<file path="src/rtl/vga_mode_ctrl_pkg.sv">
// Shared types and the fixed mode timing table for the VGA mode-change controller.
package vga_mode_pkg;

  localparam int unsigned TW     = 12;
  localparam int unsigned MODE_W = 2;
  localparam int unsigned DIV_W  = 2;
  localparam int unsigned GAIN_W = 8;

  typedef logic [MODE_W-1:0] mode_t;

  typedef struct packed {
    logic [TW-1:0]    h_disp;
    logic [TW-1:0]    h_front;
    logic [TW-1:0]    h_sync;
    logic [TW-1:0]    h_back;
    logic [TW-1:0]    v_disp;
    logic [TW-1:0]    v_front;
    logic [TW-1:0]    v_sync;
    logic [TW-1:0]    v_back;
    logic [DIV_W-1:0] div;
  } timing_t;

  localparam timing_t MODE_TABLE [4] = '{
    '{12'd640,  12'd16, 12'd96,  12'd48,  12'd480, 12'd10, 12'd2,  12'd33, 2'd0},
    '{12'd800,  12'd40, 12'd128, 12'd88,  12'd600, 12'd1,  12'd4,  12'd23, 2'd1},
    '{12'd480,  12'd2,  12'd41,  12'd2,   12'd272, 12'd2,  12'd10, 12'd2,  2'd2},
    '{12'd1024, 12'd24, 12'd136, 12'd160, 12'd768, 12'd3,  12'd6,  12'd29, 2'd3}
  };

  typedef enum logic [2:0] {
    ST_IDLE,
    ST_WAIT_EDGE,
    ST_BLANK,
    ST_LOAD,
    ST_SETTLE,
    ST_DONE
  } state_t;

endpackage

</file>
<file path="src/rtl/vga_mode_ctrl_if.sv">
// Request handshake, frame sync and timing/blanking outputs of vga_mode_ctrl.
interface vga_mode_ctrl_if;
  import vga_mode_pkg::*;

  logic              lcd_vs;
  logic              mode_req_valid;
  mode_t             mode_req_sel;
  logic              mode_req_ready;
  logic              mode_done;
  logic              busy;
  mode_t             cur_mode;
  logic [TW-1:0]     h_disp, h_front, h_sync, h_back;
  logic [TW-1:0]     v_disp, v_front, v_sync, v_back;
  logic [DIV_W-1:0]  clk_div_sel;
  logic              timing_load;
  logic              pix_blank;
  logic [GAIN_W-1:0] pix_gain;

  modport master (
    output lcd_vs, mode_req_valid, mode_req_sel,
    input  mode_req_ready, mode_done, busy, cur_mode,
    input  h_disp, h_front, h_sync, h_back, v_disp, v_front, v_sync, v_back,
    input  clk_div_sel, timing_load, pix_blank, pix_gain
  );

  modport slave (
    input  lcd_vs, mode_req_valid, mode_req_sel,
    output mode_req_ready, mode_done, busy, cur_mode,
    output h_disp, h_front, h_sync, h_back, v_disp, v_front, v_sync, v_back,
    output clk_div_sel, timing_load, pix_blank, pix_gain
  );
endinterface

</file>
<file path="src/rtl/vga_mode_ctrl_frame_edge.sv">
// Frame-edge detector: registered vsync, active-going edge, and a watchdog that
// fakes an edge after TIMEOUT_CYC idle cycles while i_cnt_en is high.
module vga_frame_edge #(
  parameter int unsigned VS_ACTIVE_LOW = 1,
  parameter int unsigned TIMEOUT_CYC   = 2000000
) (
  input  logic clk,
  input  logic rst_n,
  input  logic i_vs,
  input  logic i_cnt_en,
  output logic o_frame_edge_c
);
  localparam int unsigned CNT_W   = 24;
  localparam logic        VS_ACT  = (VS_ACTIVE_LOW != 0) ? 1'b0 : 1'b1;
  localparam logic [CNT_W-1:0] TO_CYC = CNT_W'(TIMEOUT_CYC);

  logic             r_vs;
  logic [CNT_W-1:0] r_cnt;
  logic             w_vs_edge;
  logic             w_timeout;

  assign w_vs_edge      = (i_vs == VS_ACT) && (r_vs != VS_ACT);
  assign w_timeout      = i_cnt_en && (r_cnt == TO_CYC);
  assign o_frame_edge_c = w_vs_edge || w_timeout;

  // Counter is held at zero outside the waiting states, so every entry starts fresh.
  always_ff @(posedge clk or negedge rst_n) begin
    if (!rst_n) begin
      r_vs  <= ~VS_ACT;
      r_cnt <= '0;
    end else begin
      r_vs <= i_vs;
      if (!i_cnt_en || o_frame_edge_c) r_cnt <= '0;
      else                             r_cnt <= r_cnt + CNT_W'(1);
    end
  end
endmodule

</file>
<file path="src/rtl/vga_mode_ctrl.sv">
// Display mode-change sequencer: waits for a frame edge, blanks, loads new timing, settles.
// Build option: VGA_MODE_FADE_EN enables a brightness ramp during the settle phase.
module vga_mode_ctrl
  import vga_mode_pkg::*;
#(
  parameter int unsigned DEFAULT_MODE  = 0,
  parameter int unsigned BLANK_FRAMES  = 2,
  parameter int unsigned SETTLE_FRAMES = 2,
  parameter int unsigned VS_ACTIVE_LOW = 1,
  parameter int unsigned TIMEOUT_CYC   = 2000000
) (
  input  logic            clk,
  input  logic            rst_n,
  vga_mode_ctrl_if.slave  bus
);
  localparam mode_t      DEF_MODE    = MODE_W'(DEFAULT_MODE);
  localparam timing_t    DEF_TIMING  = MODE_TABLE[DEF_MODE];
  localparam logic [3:0] BLANK_LAST  = 4'(BLANK_FRAMES - 1);
  localparam logic [3:0] SETTLE_LAST = 4'(SETTLE_FRAMES - 1);
`ifdef VGA_MODE_FADE_EN
  localparam logic [GAIN_W-1:0] GAIN_STEP = GAIN_W'(255 / SETTLE_FRAMES);
`endif

  state_t            r_state;
  mode_t             r_req_mode;
  mode_t             r_cur_mode;
  timing_t           r_timing;
  logic              r_timing_load;
  logic              r_mode_done;
  logic              r_pix_blank;
  logic [GAIN_W-1:0] r_pix_gain;
  logic              r_busy;
  logic [3:0]        r_frames;
  logic              w_frame_edge;
  logic              w_cnt_en;

  assign w_cnt_en = (r_state == ST_WAIT_EDGE) || (r_state == ST_BLANK) ||
                    (r_state == ST_SETTLE);

  vga_frame_edge #(
    .VS_ACTIVE_LOW (VS_ACTIVE_LOW),
    .TIMEOUT_CYC   (TIMEOUT_CYC)
  ) u_frame_edge (
    .clk            (clk),
    .rst_n          (rst_n),
    .i_vs           (bus.lcd_vs),
    .i_cnt_en       (w_cnt_en),
    .o_frame_edge_c (w_frame_edge)
  );

  always_ff @(posedge clk or negedge rst_n) begin
    if (!rst_n) begin
      r_state       <= ST_IDLE;
      r_req_mode    <= DEF_MODE;
      r_cur_mode    <= DEF_MODE;
      r_timing      <= DEF_TIMING;
      r_timing_load <= 1'b0;
      r_mode_done   <= 1'b0;
      r_pix_blank   <= 1'b0;
      r_pix_gain    <= GAIN_W'(255);
      r_busy        <= 1'b0;
      r_frames      <= '0;
    end else begin
      r_timing_load <= 1'b0;
      r_mode_done   <= 1'b0;
      unique case (r_state)
        ST_IDLE: begin
          if (bus.mode_req_valid) begin
            r_req_mode <= bus.mode_req_sel;
            r_busy     <= 1'b1;
            // Re-requesting the active mode completes without touching the display.
            if (bus.mode_req_sel == r_cur_mode) begin
              r_mode_done <= 1'b1;
              r_state     <= ST_DONE;
            end else begin
              r_state <= ST_WAIT_EDGE;
            end
          end
        end
        ST_WAIT_EDGE: begin
          if (w_frame_edge) begin
            r_pix_blank <= 1'b1;
            r_frames    <= '0;
`ifdef VGA_MODE_FADE_EN
            r_pix_gain  <= '0;
`endif
            r_state     <= ST_BLANK;
          end
        end
        ST_BLANK: begin
          if (w_frame_edge) begin
            if (r_frames == BLANK_LAST) begin
              r_timing      <= MODE_TABLE[r_req_mode];
              r_cur_mode    <= r_req_mode;
              r_timing_load <= 1'b1;
              r_frames      <= '0;
              r_state       <= ST_LOAD;
            end else begin
              r_frames <= r_frames + 4'd1;
            end
          end
        end
        ST_LOAD: begin
          r_frames <= '0;
          r_state  <= ST_SETTLE;
        end
        ST_SETTLE: begin
          if (w_frame_edge) begin
            if (r_frames == SETTLE_LAST) begin
              r_pix_blank <= 1'b0;
              r_mode_done <= 1'b1;
`ifdef VGA_MODE_FADE_EN
              r_pix_gain  <= GAIN_W'(255);
`endif
              r_state     <= ST_DONE;
            end else begin
              r_frames <= r_frames + 4'd1;
`ifdef VGA_MODE_FADE_EN
              r_pix_blank <= 1'b0;
              r_pix_gain  <= r_pix_gain + GAIN_STEP;
`endif
            end
          end
        end
        ST_DONE: begin
          r_busy  <= 1'b0;
          r_state <= ST_IDLE;
        end
        default: r_state <= ST_IDLE;
      endcase
    end
  end

  assign bus.mode_req_ready = ~r_busy;
  assign bus.busy           = r_busy;
  assign bus.mode_done      = r_mode_done;
  assign bus.cur_mode       = r_cur_mode;
  assign bus.h_disp         = r_timing.h_disp;
  assign bus.h_front        = r_timing.h_front;
  assign bus.h_sync         = r_timing.h_sync;
  assign bus.h_back         = r_timing.h_back;
  assign bus.v_disp         = r_timing.v_disp;
  assign bus.v_front        = r_timing.v_front;
  assign bus.v_sync         = r_timing.v_sync;
  assign bus.v_back         = r_timing.v_back;
  assign bus.clk_div_sel    = r_timing.div;
  assign bus.timing_load    = r_timing_load;
  assign bus.pix_blank      = r_pix_blank;
  assign bus.pix_gain       = r_pix_gain;
endmodule

</file>
<file path="src/flat_wrapper.sv">
// flat-port wrapper written by rule: the top's interface ports become plain ports
module vga_mode_ctrl_flat import vga_mode_pkg::*;
#(
  parameter int unsigned DEFAULT_MODE  = 0,
  parameter int unsigned BLANK_FRAMES  = 2,
  parameter int unsigned SETTLE_FRAMES = 2,
  parameter int unsigned VS_ACTIVE_LOW = 1,
  parameter int unsigned TIMEOUT_CYC   = 2000000
)
  (clk, rst_n, bus_lcd_vs, bus_mode_req_valid, bus_mode_req_sel, bus_mode_req_ready, bus_mode_done, bus_busy, bus_cur_mode, bus_h_disp, bus_h_front, bus_h_sync, bus_h_back, bus_v_disp, bus_v_front, bus_v_sync, bus_v_back, bus_clk_div_sel, bus_timing_load, bus_pix_blank, bus_pix_gain);
  vga_mode_ctrl_if bus_i ();
  input  logic clk;
  input  logic rst_n;
  input wire logic [$bits(bus_i.lcd_vs)-1:0] bus_lcd_vs;
  input wire logic [$bits(bus_i.mode_req_valid)-1:0] bus_mode_req_valid;
  input wire logic [$bits(bus_i.mode_req_sel)-1:0] bus_mode_req_sel;
  output wire logic [$bits(bus_i.mode_req_ready)-1:0] bus_mode_req_ready;
  output wire logic [$bits(bus_i.mode_done)-1:0] bus_mode_done;
  output wire logic [$bits(bus_i.busy)-1:0] bus_busy;
  output wire logic [$bits(bus_i.cur_mode)-1:0] bus_cur_mode;
  output wire logic [$bits(bus_i.h_disp)-1:0] bus_h_disp;
  output wire logic [$bits(bus_i.h_front)-1:0] bus_h_front;
  output wire logic [$bits(bus_i.h_sync)-1:0] bus_h_sync;
  output wire logic [$bits(bus_i.h_back)-1:0] bus_h_back;
  output wire logic [$bits(bus_i.v_disp)-1:0] bus_v_disp;
  output wire logic [$bits(bus_i.v_front)-1:0] bus_v_front;
  output wire logic [$bits(bus_i.v_sync)-1:0] bus_v_sync;
  output wire logic [$bits(bus_i.v_back)-1:0] bus_v_back;
  output wire logic [$bits(bus_i.clk_div_sel)-1:0] bus_clk_div_sel;
  output wire logic [$bits(bus_i.timing_load)-1:0] bus_timing_load;
  output wire logic [$bits(bus_i.pix_blank)-1:0] bus_pix_blank;
  output wire logic [$bits(bus_i.pix_gain)-1:0] bus_pix_gain;
  assign bus_i.lcd_vs = bus_lcd_vs;
  assign bus_i.mode_req_valid = bus_mode_req_valid;
  assign bus_i.mode_req_sel = bus_mode_req_sel;
  assign bus_mode_req_ready = bus_i.mode_req_ready;
  assign bus_mode_done = bus_i.mode_done;
  assign bus_busy = bus_i.busy;
  assign bus_cur_mode = bus_i.cur_mode;
  assign bus_h_disp = bus_i.h_disp;
  assign bus_h_front = bus_i.h_front;
  assign bus_h_sync = bus_i.h_sync;
  assign bus_h_back = bus_i.h_back;
  assign bus_v_disp = bus_i.v_disp;
  assign bus_v_front = bus_i.v_front;
  assign bus_v_sync = bus_i.v_sync;
  assign bus_v_back = bus_i.v_back;
  assign bus_clk_div_sel = bus_i.clk_div_sel;
  assign bus_timing_load = bus_i.timing_load;
  assign bus_pix_blank = bus_i.pix_blank;
  assign bus_pix_gain = bus_i.pix_gain;
  vga_mode_ctrl #(.DEFAULT_MODE(DEFAULT_MODE), .BLANK_FRAMES(BLANK_FRAMES), .SETTLE_FRAMES(SETTLE_FRAMES), .VS_ACTIVE_LOW(VS_ACTIVE_LOW), .TIMEOUT_CYC(TIMEOUT_CYC)) u_core (.clk(clk), .rst_n(rst_n), .bus(bus_i));
endmodule
</file>
<file path="config.mk">
export PLATFORM = sky130hd
export DESIGN_NAME = vga_mode_ctrl_flat
export DESIGN_NICKNAME = d
export VERILOG_FILES = /design/src/rtl/vga_mode_ctrl_pkg.sv /design/src/rtl/vga_mode_ctrl_if.sv /design/src/rtl/vga_mode_ctrl_frame_edge.sv /design/src/rtl/vga_mode_ctrl.sv /design/src/flat_wrapper.sv
export SDC_FILE = /design/constraint.sdc
export NUM_CORES = 1
export LEC_CHECK = 0
export ABC_CLOCK_PERIOD_IN_PS = 2400
export BUFFER_PORTS_ARGS = -buffer_cell sky130_fd_sc_hd__buf_2
export CORE_MARGIN = 5
export CORE_UTILIZATION = 50
export DETAILED_ROUTE_END_ITERATION = 12
export PLACE_DENSITY_LB_ADDON = 0.08
export SLEW_MARGIN = 20
export SYNTH_ARGS = -nofsm -noshare
export SYNTH_HDL_FRONTEND = slang
export SYNTH_SLANG_ARGS = --single-unit
</file>
<file path="constraint.sdc">
create_clock -name clk -period 2.4 [get_ports clk]
set_input_delay 0.24 -clock clk [delete_from_list [all_inputs] [get_ports clk]]
set_output_delay 0.24 -clock clk [all_outputs]
set_load 0.02 [all_outputs]
</file>
==> results of run 1 <==
logic make-up (layout without fill, tap and decap cells):
kind of cell	after synthesis	in the layout	synth area share
flops	50	50	0.389
fa+ha+maj	11	11	0.0417
mux	5	5	0.0220
other cells	1	64	0.00116
buf+inv	113	75	0.247
compound gates	31	31	0.0595
xor+xnor	24	24	0.0649
simple gates	102	102	0.175
synth_stat cells, types with 2 or more instances:
cell type,count,area (µm²)
a21o_1,2,15.0
a21oi_1,6,30.0
a22oi_1,2,15.0
and2_1,2,12.5
and3_1,4,25.0
and4_1,3,26.3
buf_2,3,15.0
buf_4,97,728
clkbuf_1,2,7.51
dfrtp_1,43,1080
dfstp_2,7,184
ha_1,10,125
inv_1,10,37.5
mux2_4,4,60.1
nand2_1,22,82.6
nand2b_1,5,31.3
nand3_1,10,50.1
nand3b_1,2,15.0
nand4_1,3,18.8
nor2_1,30,113
nor2b_1,3,18.8
nor3_1,6,30.0
o21ai_0,15,75.1
o2bb2ai_1,2,17.5
or2_2,2,12.5
xnor2_1,8,70.1
xor2_1,16,140
per-stage QoR:
step                      setup WS [ps]  power, mW  cell area [µm²]   util
after floorplan                     558       2.40             3470      -
after global placement              442       2.47             3100  0.491
after detailed placement            395       2.48             3100  0.491
after CTS                           378       3.20             3240  0.513
after global routing                201       3.37             3240  0.513
final                               371       3.15             3240  0.513
registers in the layout (all words and copies together), names as in the netlist:
signal and flops:
u_core.bus.busy 1, u_core.bus.clk_div_sel 1, u_core.bus.h_back 4, u_core.bus.h_sync 2, u_core.bus.mode_done 1, u_core.bus.pix_blank 1
u_core.bus.timing_load 1, u_core.bus.v_back 3, u_core.bus.v_disp 1, u_core.bus.v_front 1, u_core.r_frames 4, u_core.r_req_mode 2
u_core.r_state 3, u_core.u_frame_edge.r_cnt 24, u_core.u_frame_edge.r_vs 1
path summary, 6_finish.rpt:
check	start	end	slack (ps)	cells after the start
worst max-delay path	u_core.u_frame_edge.r_cnt[0]	u_core.r_frames[0]	370	8
worst min-delay path	rst_n	u_core.u_frame_edge.r_cnt[7]	30	2
worst max register to register	u_core.u_frame_edge.r_cnt[0]	u_core.r_frames[0]	370	8
worst min register to register	u_core.bus.v_back[0]	u_core.bus.v_back[0]	490	2
max in group asynchronous	rst_n	u_core.r_frames[2]	1950	2
min in group clk	bus_lcd_vs	u_core.u_frame_edge.r_vs	40	1
metal layers:
layer,vias up,GRT usage
met1,934,0.164
li1,987,-
met4,0,0.0335
met5,-,0
met2,74,0.217
met3,5,0.0433
placed cells by master (no fill, tap or decap), types with 3 or more instances in the layout:
cell / synthesis / routed
nand2b_1: 5 / 5
inv_1: 10 / 10
buf_4: 97 / 3
clkbuf_8: 0 / 5
buf_2: 3 / 54
nor2b_1: 3 / 3
nand2_1: 22 / 22
and4_1: 3 / 3
nand4_1: 3 / 3
a21oi_1: 6 / 6
nand3_1: 10 / 10
xor2_1: 16 / 16
nor3_1: 6 / 6
and3_1: 4 / 4
conb_1: 1 / 64
dfstp_2: 7 / 7
ha_1: 10 / 10
dfrtp_1: 43 / 43
nor2_1: 30 / 30
xnor2_1: 8 / 8
mux2_4: 4 / 4
o21ai_0: 15 / 15
layout make-up:
type | count | area, µm² | area share
inverters | 10 | 37.5 | 0.0116
clock inverters | 3 | 68.8 | 0.0212
multi-input cells | 237 | 1420 | 0.437
clock buffers | 5 | 68.8 | 0.0212
flip-flops and latches | 50 | 1260 | 0.389
well taps | 77 | 96.3 | 0.0297
repair buffers | 57 | 293 | 0.0904
worst max-delay path: stages (launching register included):
cell      delay (ps)
dfrtp_1          420
inv_1             60
ha_1             190
and4bb_2         230
nand3_2           80
o21ai_4          100
maj3_1           360
a22oi_1          350
a21o_1           180
power by group:
group / internal, mW / switching, mW
Combinational: 0.391 / 0.870
Clock: 0.418 / 0.286
Sequential: 1.02 / 0.163
==> results.py, run 1 <==
metrics = {
    "place": {
        "gp_congestion": 0.819,
        "dpl.cell_count": 431,
        "hpwl_um": 3940,
        "port_buffers": 54,
    },
    "power": {
        "vdd_drop_max_mv": 0.562,
        "power_density_nw_per_um2": 971,
        "p_leak_nw": 1.69,
    },
    "logic_synthesis": {
        "netlist_area_um2": 3240,
        "ys_ff_latch": 50,
        "ys_warn_count": 8,
        "ys.flop_type": "dfrtp_1",
        "yosysSeqAreaShare": 0.389,
        "synth_edf_count": 0,
        "synthArstFlopShare": 1.00,
        "synthCells": 337,
        "synth.distinct_cells": 45,
        "synth.avg_cell_area_um2": 9.61,
    },
    "cts": {
        "insertion_delay_ps": 300,
        "ctsHoldBuffers": 0,
        "path_clk_slew_ps": 90,
        "post-cts-setup-buffer-count": 0,
        "cts_max_level": 2,
        "clock-sinks": 50,
        "root_buffer": "clkbuf_8",
        "cts_tree": "done",
        "clock_path_buffers": 2,
        "cts-resized-gates": 0,
        "cts_buffers": 5,
    },
    "sta": {
        "max_freq_ghz": 0.493,
        "worstMarginPinSlew_ps": 627,
        "setup_viol": 0,
        "tns_ps": 0,
        "fin_crit_ps": 2030,
        "slew_headroom": 0.582,
        "rsz0062_at_grt": "no",
        "timing.final.crit_share": 0.846,
        "final.setup_skew_ps": 6.78,
        "finalHoldViolCount": 0,
        "fin_hold_ws_ps": 31.3,
        "maxSlewViolCount": 0,
    },
    "floorplan": {
        "dieArea_um2": 8190,
        "initial_core_util": 0.513,
        "fp.coreArea_um2": 6310,
        "dieWidth_um": 90.5,
        "chipHeight_um": 90.5,
        "io_pins": 119,
        "floorplan.rows": 29,
    },
    "final_layout": {
        "num_antenna_cells": 0,
        "finalNonFillerCells": 439,
        "fillCellCount": 601,
        "num-nets-final": 377,
        "drive_above_1_share": 0.240,
        "areaGrowthSynthToFinish_pct": 0.0387,
    },
    "status": {
        "run_status": "finished, final reports clean",
    },
    "drt": {
        "first_iter_violations": 101,
        "routedWlPerCell_um": 12.2,
        "vias_per_cell": 4.56,
        "vias": 2000,
        "ant_nets": 0,
        "drtPass1Iterations": 4,
        "finalWirelength_um": 5370,
        "top_layer_used": "met4",
        "wl_met1_um": 2360,
        "dr_wl_met3_um": 444,
        "wl_met2_um": 2510,
        "drc": 0,
    },
    "grt": {
        "track_usage": 0.131,
        "grt_pass1_wl_um": 9160,
        "global_route.overflow_total": 0,
        "antenna_found_initial": 0,
        "grt_pass1_vias": 1910,
        "grt_max_degree": 51,
    },
    "min_path": {
        "hold_class": "input port to asynchronous set/reset pin",
    },
    "critical_path": {
        "critPathRequiredTime_ps": 2650,
        "worstPathMaxFanout": 8,
        "crit_type": "flop to flop",
        "worst_setup_path_end_kind": "flop",
        "crit_arrival_ps": 2270,
        "critPathLaunchType": "flop",
    },
    "flow_run": {
        "maxCapViolCount": 0,
    },
}
No activity file was read; power rests on OpenSTA's default activity.
==> run 2, diff against run 1 <==
--- a/config.mk
+++ b/config.mk
@@ -5,10 +5,10 @@
 export SDC_FILE = /design/constraint.sdc
 export NUM_CORES = 1
 export LEC_CHECK = 0
-export ABC_CLOCK_PERIOD_IN_PS = 2400
+export ABC_CLOCK_PERIOD_IN_PS = 1700
 export BUFFER_PORTS_ARGS = -buffer_cell sky130_fd_sc_hd__buf_2
 export CORE_MARGIN = 5
-export CORE_UTILIZATION = 50
+export CORE_UTILIZATION = 45
 export DETAILED_ROUTE_END_ITERATION = 12
 export PLACE_DENSITY_LB_ADDON = 0.08
 export SLEW_MARGIN = 20
==> constraint.sdc (replaced) <==
create_clock -name clk -period 1.7 [get_ports clk]
set_input_delay 0.17 -clock clk [delete_from_list [all_inputs] [get_ports clk]]
set_output_delay 0.17 -clock clk [all_outputs]
set_load 0.02 [all_outputs]
==> results.py, run 2 (synthesis results as in run 1) <==
metrics = {
    "floorplan": {
        "io_pins": 119,
        "dieArea_um2": 8990,
        "floorplan.rows": 31,
        "initial_core_util": 0.454,
        "dieWidth_um": 94.8,
        "fp.coreArea_um2": 7140,
        "chipHeight_um": 94.8,
    },
    "sta": {
        "fin_crit_ps": 1800,
        "timing.final.crit_share": 1.06,
        "tns_ps": -2510,
        "fin_hold_ws_ps": 99.5,
        "rsz0062_at_grt": "yes",
        "maxSlewViolCount": 0,
        "fin_ws_ps": -100,
        "final.setup_skew_ps": 14.0,
        "setup_viol": 41,
        "finalHoldViolCount": 0,
        "max_freq_ghz": 0.555,
    },
    "critical_path": {
        "worstPathMaxFanout": 4,
        "crit_buf_inv": 3,
        "worst_setup_path_end_kind": "flop",
        "critPathRequiredTime_ps": 1880,
        "cpPeakStageDelay_ps": 360,
        "crit_top_cell": "buf_4",
        "crit_arrival_ps": 1980,
        "slowest_stage": "dfrtp_1",
        "reg2reg_slack_ps": -100,
        "crit_chain": "inv_1 > ha_1 > and4bb_2 > nand3_2 > o21ai_4 > buf_4 > or2_4 > buf_4 > nand2_1 > o21ai_0",
        "crit_type": "flop to flop",
        "cp_top_family": "simple AND/OR/NAND/NOR gates",
        "critPathLaunchType": "flop",
    },
    "grt": {
        "grt_max_degree": 51,
        "antenna_found_initial": 0,
        "grt_pass1_vias": 2148,
        "track_usage": 0.138,
        "grt_pass1_wl_um": 9920,
        "global_route.overflow_total": 0,
    },
    "cts": {
        "cts_buffers": 5,
        "root_buffer": "clkbuf_8",
        "clock_path_buffers": 2,
        "path_clk_slew_ps": 100,
        "clock-sinks": 50,
        "cts_max_level": 2,
        "cts_tree": "done",
        "insertion_delay_ps": 300,
    },
    "flow_run": {
        "maxCapViolCount": 0,
    },
    "final_layout": {
        "fillCellCount": 680,
        "mostFrequentLayoutCell": "conb_1",
        "regArea_um2": 1260,
        "largest_reg_flops": 24,
        "regMostFlops": "u_core.u_frame_edge.r_cnt",
        "multi_input_comb_area_um2": 1510,
        "drive_above_1_share": 0.374,
        "layout_common_cells": "64 x conb_1, 55 x buf_4, 54 x buf_2",
        "num-nets-final": 435,
        "num_antenna_cells": 0,
        "areaGrowthSynthToFinish_pct": 18.3,
    },
    "status": {
        "run_status": "finished, violations left",
        "violations": "negative setup slack",
    },
    "drt": {
        "dr_wl_met3_um": 424,
        "finalWirelength_um": 6180,
        "wl_met1_um": 2610,
        "vias": 2260,
        "ant_nets": 0,
        "top_layer_used": "met4",
        "drtPass1Iterations": 4,
        "routedWlPerCell_um": 11.9,
        "first_iter_violations": 36,
        "wl_met2_um": 3110,
        "vias_per_cell": 4.35,
        "drc": 0,
    },
    "power": {
        "finalPower_mw": 4.83,
        "p_leak_nw": 2.01,
        "vdd_drop_max_mv": 0.548,
        "power_density_nw_per_um2": 1260,
    },
    "place": {
        "hpwl_um": 4690,
        "port_buffers": 54,
        "gp_congestion": 0.788,
    },
    "min_path": {
        "hold_class": "input port to flop",
    },
}
run 2: what timing repair did:
| item | in CTS | in global routing |
|---|---|---|
| hold endpoints to repair | 44 | 0 |
| cloned | 1 | 0 |
| gates resized for setup | 20 | 5 |
| pin swaps | 6 | 3 |
| endpoints found under the setup margin | 42 | 45 |
| hold buffers | 2 | 0 |
| setup buffers | 3 | 1 |
run 2: area by class of cell:
| class | count | area share |
|---|---|---|
| multi-input cells | 237 | 0.393 |
| flip-flops and latches | 50 | 0.329 |
| repair buffers | 115 | 0.206 |
| well taps | 99 | 0.0323 |
| clock buffers | 5 | 0.0180 |
| clock inverters | 3 | 0.0114 |
| inverters | 10 | 0.00980 |
run 2: through the flow:
step	setup WS, ps	std cells	area, µm²	util
final	-100	519	3830	0.537
after CTS	-137	518	3800	0.532
after detailed placement	-155	505	3560	0.499
after floorplan	-94.8	400	3490	-
after global placement	-116	505	3560	0.499
after global routing	-231	519	3830	0.537
run 2: per-layer routing:
layer / track usage / vias up
met1: 0.169 / 1084
li1: - / 1108
met3: 0.0287 / 2
met5: 0 / -
met2: 0.251 / 66
met4: 0.0252 / 0
run 2: worst paths after layout:
path,from,end,depth (start not counted)
min,bus_mode_req_sel[1],u_core.r_req_mode[1],3
max,u_core.u_frame_edge.r_cnt[0],u_core.r_state[2],10
max reg2reg,u_core.u_frame_edge.r_cnt[0],u_core.r_state[2],10
min in group asynchronous,rst_n,u_core.u_frame_edge.r_cnt[18],3
min reg2reg,u_core.bus.h_back[5],u_core.bus.h_back[5],2
max in group asynchronous,rst_n,u_core.u_frame_edge.r_vs,3
run 2: power by group:
part	leakage (nW)	switching (mW)	total [mW]	internal [mW]
sequential	0.655	0.208	1.65	1.44
combinational	1.30	1.42	2.34	0.921
clock	0.0585	0.401	0.843	0.442
run 2: worst min-delay path, delay by kind of cell:
kind	cells	cell delay, ps
and+or+nand+nor	1	40
AOI/OAI and AO/OA	1	60
buffers and inverters	1	100
